<file path="src/rtl/word_block_stream_buffer.sv">
// Word stream buffer that stores data as 4-word blocks.
// Ports:
//   clock, reset            - clock, synchronous active-high reset
//   word_in, word_in_ready  - producer word and its valid
//   pull_word               - buffer accepts word_in this cycle
//   word_out, word_ready    - consumer word and its valid
//   word_out_hold           - consumer stall
//   fifo_full, fifo_empty   - block FIFO status flags
//   fifo_count              - blocks held in the block FIFO
module word_block_stream_buffer #(
   parameter int WSIZE   = 32,
   parameter int FIFOLEN = 8
) (
   input  logic                       clock,
   input  logic                       reset,
   input  logic [WSIZE-1:0]           word_in,
   input  logic                       word_in_ready,
   output logic                       pull_word,
   output logic [WSIZE-1:0]           word_out,
   output logic                       word_ready,
   input  logic                       word_out_hold,
   output logic                       fifo_full,
   output logic                       fifo_empty,
   output logic [$clog2(FIFOLEN):0]   fifo_count
);

   localparam int BSIZE = 4 * WSIZE;
   localparam int PW    = $clog2(FIFOLEN);
   localparam int CW    = PW + 1;

   // ---------------------------------------------------------------
   // Assembler
   // ---------------------------------------------------------------
   logic [1:0]       widx;
   logic             staging_valid;
   logic [BSIZE-1:0] staging;
   logic             take;
   logic             push;

   assign pull_word = !staging_valid;
   assign take      = word_in_ready && pull_word;
   assign push      = staging_valid && !fifo_full;

   // Slot 0 is the most significant word of the block.
   always_ff @(posedge clock) begin
      if (reset) begin
         widx          <= 2'd0;
         staging_valid <= 1'b0;
         staging       <= '0;
      end else begin
         if (take) begin
            unique case (widx)
               2'd0: staging[4*WSIZE-1:3*WSIZE] <= word_in;
               2'd1: staging[3*WSIZE-1:2*WSIZE] <= word_in;
               2'd2: staging[2*WSIZE-1:WSIZE]   <= word_in;
               2'd3: staging[WSIZE-1:0]         <= word_in;
               default: ;
            endcase
            widx <= widx + 2'd1;
            if (widx == 2'd3) begin
               staging_valid <= 1'b1;
            end
         end
         // take and push are mutually exclusive: take needs
         // an empty staging register, push needs a full one.
         if (push) begin
            staging_valid <= 1'b0;
         end
      end
   end

   // ---------------------------------------------------------------
   // Block FIFO
   // ---------------------------------------------------------------
   logic [BSIZE-1:0] mem [FIFOLEN];
   logic [PW-1:0]    wr_ptr;
   logic [PW-1:0]    rd_ptr;
   logic [CW-1:0]    count;
   logic [CW-1:0]    count_next;
   logic             pop;

   assign fifo_count = count;

   always_comb begin
      count_next = count;
      unique case ({push, pop})
         2'b10:   count_next = count + CW'(1);
         2'b01:   count_next = count - CW'(1);
         default: count_next = count;
      endcase
   end

   // Storage carries no reset; validity is tracked by count.
   always_ff @(posedge clock) begin
      if (push) begin
         mem[wr_ptr] <= staging;
      end
   end

   // Flags are registered from the next count so they line up
   // with count itself.
   always_ff @(posedge clock) begin
      if (reset) begin
         wr_ptr     <= '0;
         rd_ptr     <= '0;
         count      <= '0;
         fifo_full  <= 1'b0;
         fifo_empty <= 1'b1;
      end else begin
         if (push) begin
            wr_ptr <= wr_ptr + PW'(1);
         end
         if (pop) begin
            rd_ptr <= rd_ptr + PW'(1);
         end
         count      <= count_next;
         fifo_full  <= (count_next == CW'(FIFOLEN));
         fifo_empty <= (count_next == '0);
      end
   end

   // ---------------------------------------------------------------
   // Disassembler
   // ---------------------------------------------------------------
   logic             busy;
   logic [1:0]       didx;
   logic [BSIZE-1:0] block;
   logic             consume;
   logic             last;

   assign consume    = busy && !word_out_hold;
   assign last       = consume && (didx == 2'd3);
   // Reloading on the last consumed word keeps the stream gapless.
   assign pop        = (!busy || last) && !fifo_empty;
   assign word_ready = busy;

   always_ff @(posedge clock) begin
      if (reset) begin
         busy  <= 1'b0;
         didx  <= 2'd0;
         block <= '0;
      end else begin
         if (pop) begin
            block <= mem[rd_ptr];
            busy  <= 1'b1;
            didx  <= 2'd0;
         end else if (consume) begin
            didx <= didx + 2'd1;
            if (didx == 2'd3) begin
               busy <= 1'b0;
            end
         end
      end
   end

   always_comb begin
      word_out = '0;
      if (busy) begin
         unique case (didx)
            2'd0: word_out = block[4*WSIZE-1:3*WSIZE];
            2'd1: word_out = block[3*WSIZE-1:2*WSIZE];
            2'd2: word_out = block[2*WSIZE-1:WSIZE];
            2'd3: word_out = block[WSIZE-1:0];
            default: word_out = '0;
         endcase
      end
   end

endmodule

</file>
<file path="config.mk">
export PLATFORM = sky130hd
export DESIGN_NAME = word_block_stream_buffer
export DESIGN_NICKNAME = d
export VERILOG_FILES = /design/src/rtl/word_block_stream_buffer.sv
export SDC_FILE = /design/constraint.sdc
export NUM_CORES = 1
export LEC_CHECK = 0
export BUFFER_PORTS_ARGS = -buffer_cell sky130_fd_sc_hd__buf_2
export CAP_MARGIN = 20
export CELL_PAD_IN_SITES_DETAIL_PLACEMENT = 0
export CELL_PAD_IN_SITES_GLOBAL_PLACEMENT = 1
export CORE_ASPECT_RATIO = 0.6
export CORE_MARGIN = 10
export CORE_UTILIZATION = 30
export DETAILED_ROUTE_END_ITERATION = 8
export PLACE_DENSITY = 0.6
export SETUP_SLACK_MARGIN = 0.5
export SYNTH_ARGS = -nofsm -noshare
export SYNTH_HDL_FRONTEND = slang
export SYNTH_SLANG_ARGS = --single-unit
</file>
<file path="constraint.sdc">
create_clock -name clock -period 13.19 [get_ports clock]
set_input_delay 1.9785 -clock clock [delete_from_list [all_inputs] [get_ports clock]]
set_output_delay 1.9785 -clock clock [all_outputs]
set_load 0.03 [all_outputs]
</file>
==> results of run 1 <==
## layout by cell type, fill, tap and decap left out, types with 10 or more instances in the layout
master,count
a21oi_1,133
clkbuf_1,18
bufinv_16,17
buf_4,41
clkbuf_16,113
buf_2,74
nand2_1,422
o21ai_0,34
mux2i_1,132
nor2_1,20
o21ai_1,128
clkinv_2,23
edfxtp_1,1024
dfxtp_1,271
clkbuf_8,12
and2_1,32
a222oi_1,32
clkinv_1,10
mux4_2,256
## registers in the layout, indices dropped and copies added, names as in the netlist
signal / cells
staging_valid: 1
wr_ptr: 3
mem: 1024
block: 128
fifo_empty: 1
staging: 128
rd_ptr: 3
widx: 2
fifo_full: 1
word_ready: 1
fifo_count: 4
didx: 2
## layout make-up
class,instances,area share [%]
Antenna cell,2,0.009118
Clock buffer,143,5.576
Clock inverter,65,1.441
Inverter,6,0.04103
Multi-Input combinational cell,1246,20.64
Sequential cell,1298,66.04
Tap cell,2146,4.892
Timing Repair Buffer,119,1.365
## metrics by stage
step           utilization, %  hold slack (ps)
2_1_floorplan               -            427.7
3_3_place_gp            31.75            439.0
3_5_place_dp            31.75            443.7
4_1_cts                 34.14            453.5
5_1_grt                 34.14            469.7
6_report                34.15            448.9
## layer usage
layer | up-vias | wire length (um) | track usage, %
met5 | - | 13 | 0
met4 | 2 | 2079 | 2.663
met3 | 164 | 7809 | 2.514
met2 | 733 | 56540 | 21.30
met1 | 12830 | 62070 | 21.30
li1 | 10670 | - | -
## logic make-up (layout without fill, tap and decap cells)
family / after synthesis / in the layout
compound gates: 330 / 330
xor+xnor: 11 / 11
fa+ha+maj: 13 / 13
buf+inv: 172 / 333
flops: 1298 / 1298
mux: 388 / 388
other cells: 0 / 2
simple gates: 504 / 504
## how the worst min path moves through the flow
stage,to
3_5_place_dp,block[47]
3_3_place_gp,block[82]
2_1_floorplan,block[49]
5_1_grt,block[92]
4_1_cts,block[47]
6_report,block[47]
## worst max-delay path: cells and delay by family (launching register included)
family / cells / cell delay, ps
simple gates: 1 / 210
fa+ha+maj: 1 / 300
compound gates: 2 / 900
buf+inv: 3 / 530
flops: 1 / 370
## where the power goes
part	leakage [uW]	internal [uW]	total [uW]	switching [uW]
sequential	0.0124	4450	4580	132
clock	0.00188	1970	3480	1500
combinational	0.00319	371	845	474
total	0.0175	6800	8910	2110
==> reports/summary.txt, run 1 <==
status: complete, but fails checks
failing checks: DRC
layout cells sized above 1: 20.23%
leakage power: 0.01751 uW
total core area: 160800 sq um
Syn. warnings: 0
Slew Limit Fails: 0
Final #Nets: 2829
GPL Wtd Cong: 0.7520
RSZ-0062 raised after global routing: false
Least-Margin Pin Slew: 1186 ps
hold_buf cts: 0
Post-synth ARST share: 0%
overall power: 8905 uW
FF-to-FF Start: rd_ptr[0]
cells after synthesis: 2716
htree depth: 3
TritonRoute pass-1 iters: 9
largest family of logic cells by synthesized area: multiplexers
cell with the most instances after synthesis: edfxtp_1
dpl cells: 4815
Setup violations, final: 0
CP required: 11210 ps
compound-gate portion of the synthesized area: 3.778%
clock net sink count: 1298
vias in the first global route: 24110
gr usage total: 14.09%
slack of the critical path: 8177 ps
startpoint types: register
slowest stage delay, CP: 680 ps
max-cap violations: 0
syn_area_per_cell: 17.83 sq um
Synth Area in XOR/XNOR: 0.1990%
Simple-Gate Fraction of Synth Area: 4.202%
Rows: 114
die footprint: 178400 sq um
setup_tns: 0 ps
Multi-input gate area: 11330 sq um
fin crit share: 38.01%
non-filler cells, final: 5025
Reg area: 36250 sq um
total congestion overflow after global routing: 0
Main synth FF type: edfxtp_1
worst skew pair latency: 710 ps
Detailed Route WL: 128500 um
initial antenna violation count: 24
final hold violation count: 0
CTS buffer count: 109
Arr. time, crit path: 3030 ps
adder-cell share of the synthesized area: 0.3360%
Cell Area, Synth: 48420 sq um
DRC violations left: 4
Post-synth top cells: edfxtp_1, nand2_1, dfxtp_1
area post-placement: 51030 sq um
synth-to-layout area growth: 13.37%
root buf cell: clkbuf_16
clock tree buffer depth: 3
CTS tree: yes
register bit count reported by yosys: 1298
I/O Buffers: 75
Initial Utilization: 30.12%
final antenna-violating net count: 0
Critical Path End Type: output pin
Clock Pin Slew Worst Setup and Hold Paths: 70 ps
mux contribution to synthesized area: 14.64%
reg2reg end: block[58]
Synthesized Nets: 2765
Critical Path Slowest Stage Cell: a222oi_1
Max FO, Critical Path: 19
CP Capture Point: word_out[18]
WL per Instance: 25.57 um
fmax: 0.1995 GHz
worst hold path startpoint: block[47]
I/O Pins: 76
distinct cell type count after synthesis: 32
via/cell ratio: 4.856
Setup WS pre-CTS: 8553 ps
first-pass GRT wire length: 184900 um
cells on worst reg2reg path: 5
Die X: 538.6 um
die height: 331.2 um
postcts setup bufs: 0
pwr/cell area: 162.2 nW/um^2
sequential share of the synthesized area: 74.84%
DRT iter0 DRCs: 2747
hpwl dp: 70900 um
hold path depth: 2
R2R setup slack: 9390 ps
Crit. Startpoint: didx[1]
largest net degree at the start of global routing: 141
vias: 24400
Max-Slew Margin vs Limit: 20.92%
Worst Clk Skew: 22.47 ps
Worst IR Drop VDD: 0.1082 mV
CP cell instances: inv_1 > ha_2 > buf_4 > a222oi_1 > o21ai_0 > and2_1 > buf_2
post-CTS resize count: 0
Synth top area share: 63.51%
Hold Crit Class: reg2reg
Post-synth EDFFs: 1024
worst setup path class: reg2out
Tmin final: 5013 ps
final non-filler cell area: 54890 sq um
top cell type by total area after synthesis: edfxtp_1
Filler cells: 15150
main area contributors after synthesis: edfxtp_1, mux4_2, dfxtp_1
Power figures use the tool's default switching activity.
==> inputs of run 2 (changes only) <==
==> constraint.sdc (replaced) <==
create_clock -name clock -period 5.05 [get_ports clock]
set_input_delay 0.7575 -clock clock [delete_from_list [all_inputs] [get_ports clock]]
set_output_delay 0.7575 -clock clock [all_outputs]
set_load 0.03 [all_outputs]
==> run 2 against run 1 <==
Effect of this change: the run now ends clean; final cell count increased by 0.32%; core utilization rose by 0.084 points; clock power increased by 150%; non-clock buffer count is 9 higher; wire length shrank 0.65%; combinational power grew to 2.7 times the previous value; clock-buffer cell count up 19; sequential power grew to 2.6 times the previous value; critical path type unchanged; critical endpoint is now word_out[9]; largest power group unchanged.
==> reports/summary.txt, run 2 (same netlist as run 1, synthesis figures left out) <==
leakage power: 0.01753 uW
Worst IR Drop VDD: 0.2765 mV
area post-placement: 51340 sq um
vias: 24460
Max-Slew Margin vs Limit: 32.34%
clock net sink count: 1298
Setup violations, final: 0
most frequent cells in the layout: edfxtp_1, nand2_1, dfxtp_1
Initial Utilization: 30.12%
initial antenna violation count: 20
Final #Nets: 2842
worst setup path class: reg2out
htree depth: 3
non-filler cells, final: 5041
largest net degree at the start of global routing: 98
GPL Wtd Cong: 0.7319
hold_buf cts: 0
Max FO, Critical Path: 23
post-CTS resize count: 0
final hold violation count: 0
startpoint types: register
via/cell ratio: 4.852
vias in the first global route: 23720
Hold Crit Class: in2reg
RSZ-0062 raised after global routing: false
pwr/cell area: 416.2 nW/um^2
overall power: 22900 uW
Setup WS pre-CTS: 1842 ps
CP required: 4290 ps
first-pass GRT wire length: 181600 um
Clock Pin Slew Worst Setup and Hold Paths: 70 ps
total congestion overflow after global routing: 0
Detailed Route WL: 127700 um
I/O Buffers: 75
fmax: 0.2569 GHz
DRC violations left: 0
Least-Margin Pin Slew: 1015 ps
final antenna-violating net count: 0
postcts setup bufs: 0
die height: 331.2 um
hpwl dp: 70510 um
fin crit share: 77.08%
biggest regs: mem x1024, block x128, staging x128
TritonRoute pass-1 iters: 7
total core area: 160800 sq um
gr usage total: 13.92%
layout cells sized above 1: 20.06%
CTS buffer count: 113
final non-filler cell area: 55020 sq um
Arr. time, crit path: 3140 ps
Largest Register: mem
setup_tns: 0 ps
die footprint: 178400 sq um
Tmin final: 3893 ps
Die X: 538.6 um
DRT iter0 DRCs: 2707
max-cap violations: 0
Multi-input gate area: 11340 sq um
Worst Clk Skew: 36.76 ps
Rows: 114
max reg flops: 1024
root buf cell: clkbuf_16
slack of the critical path: 1157 ps
most common cell after layout, fill and taps aside: edfxtp_1
I/O Pins: 76
clock tree buffer depth: 3
CTS tree: yes
status: complete, no violations
WL per Instance: 25.33 um
dpl cells: 4824
Slew Limit Fails: 0
Reg area: 36250 sq um
synth-to-layout area growth: 13.65%
Filler cells: 15150
worst skew pair latency: 740 ps
Critical Path End Type: output pin
[run 2: per-layer routing]
layer  up-vias  track usage (%)  wire [um]  part of all wire [%]
met1     12800            20.94      61450                    48
met5         -           0.1590         12                0.0094
met4         2            2.721       2394                   1.9
li1      10710                -          -                     -
met3       171            3.073       8696                   6.8
met2       775            20.66      55130                    43
[run 2: cell type report]
class | count | area share, %
inverter | 6 | 0.04093
clock inverter | 52 | 0.8641
multi-input combinational | 1246 | 20.61
timing repair buffer | 128 | 1.894
clock buffer | 162 | 5.821
tap | 2146 | 4.880
sequential | 1298 | 65.87
antenna | 3 | 0.01364
[run 2: final timing paths]
kind	from	endpoint	slack [ps]	depth (start not counted)
setup reg to reg	didx[0]	fifo_full	1820	11
hold reg to reg	block[37]	block[37]	450	2
hold / removal	word_in[29]	staging[93]	320	3
setup / recovery	didx[1]	word_out[9]	1160	6
[run 2: power breakdown]
group	switching, uW	leakage [uW]	internal, uW
clock	3970	0.00181	4700
sequential	276	0.0124	11600
combinational	1320	0.00327	1000
[run 2: worst max-delay path: stages, from the launching register on]
cell and delay (ps):
dfxtp_1 340, inv_1 110, ha_2 640, a222oi_1 250
o21ai_0 620, and2_1 220, buf_2 200
[run 2: stage by stage]
step	utilization [%]	hold WS [ps]
3_5_place_dp	31.94	440.9
3_3_place_gp	31.94	437.9
2_1_floorplan	-	427.7
4_1_cts	34.22	267.6
6_report	34.23	317.5
5_1_grt	34.23	278.4
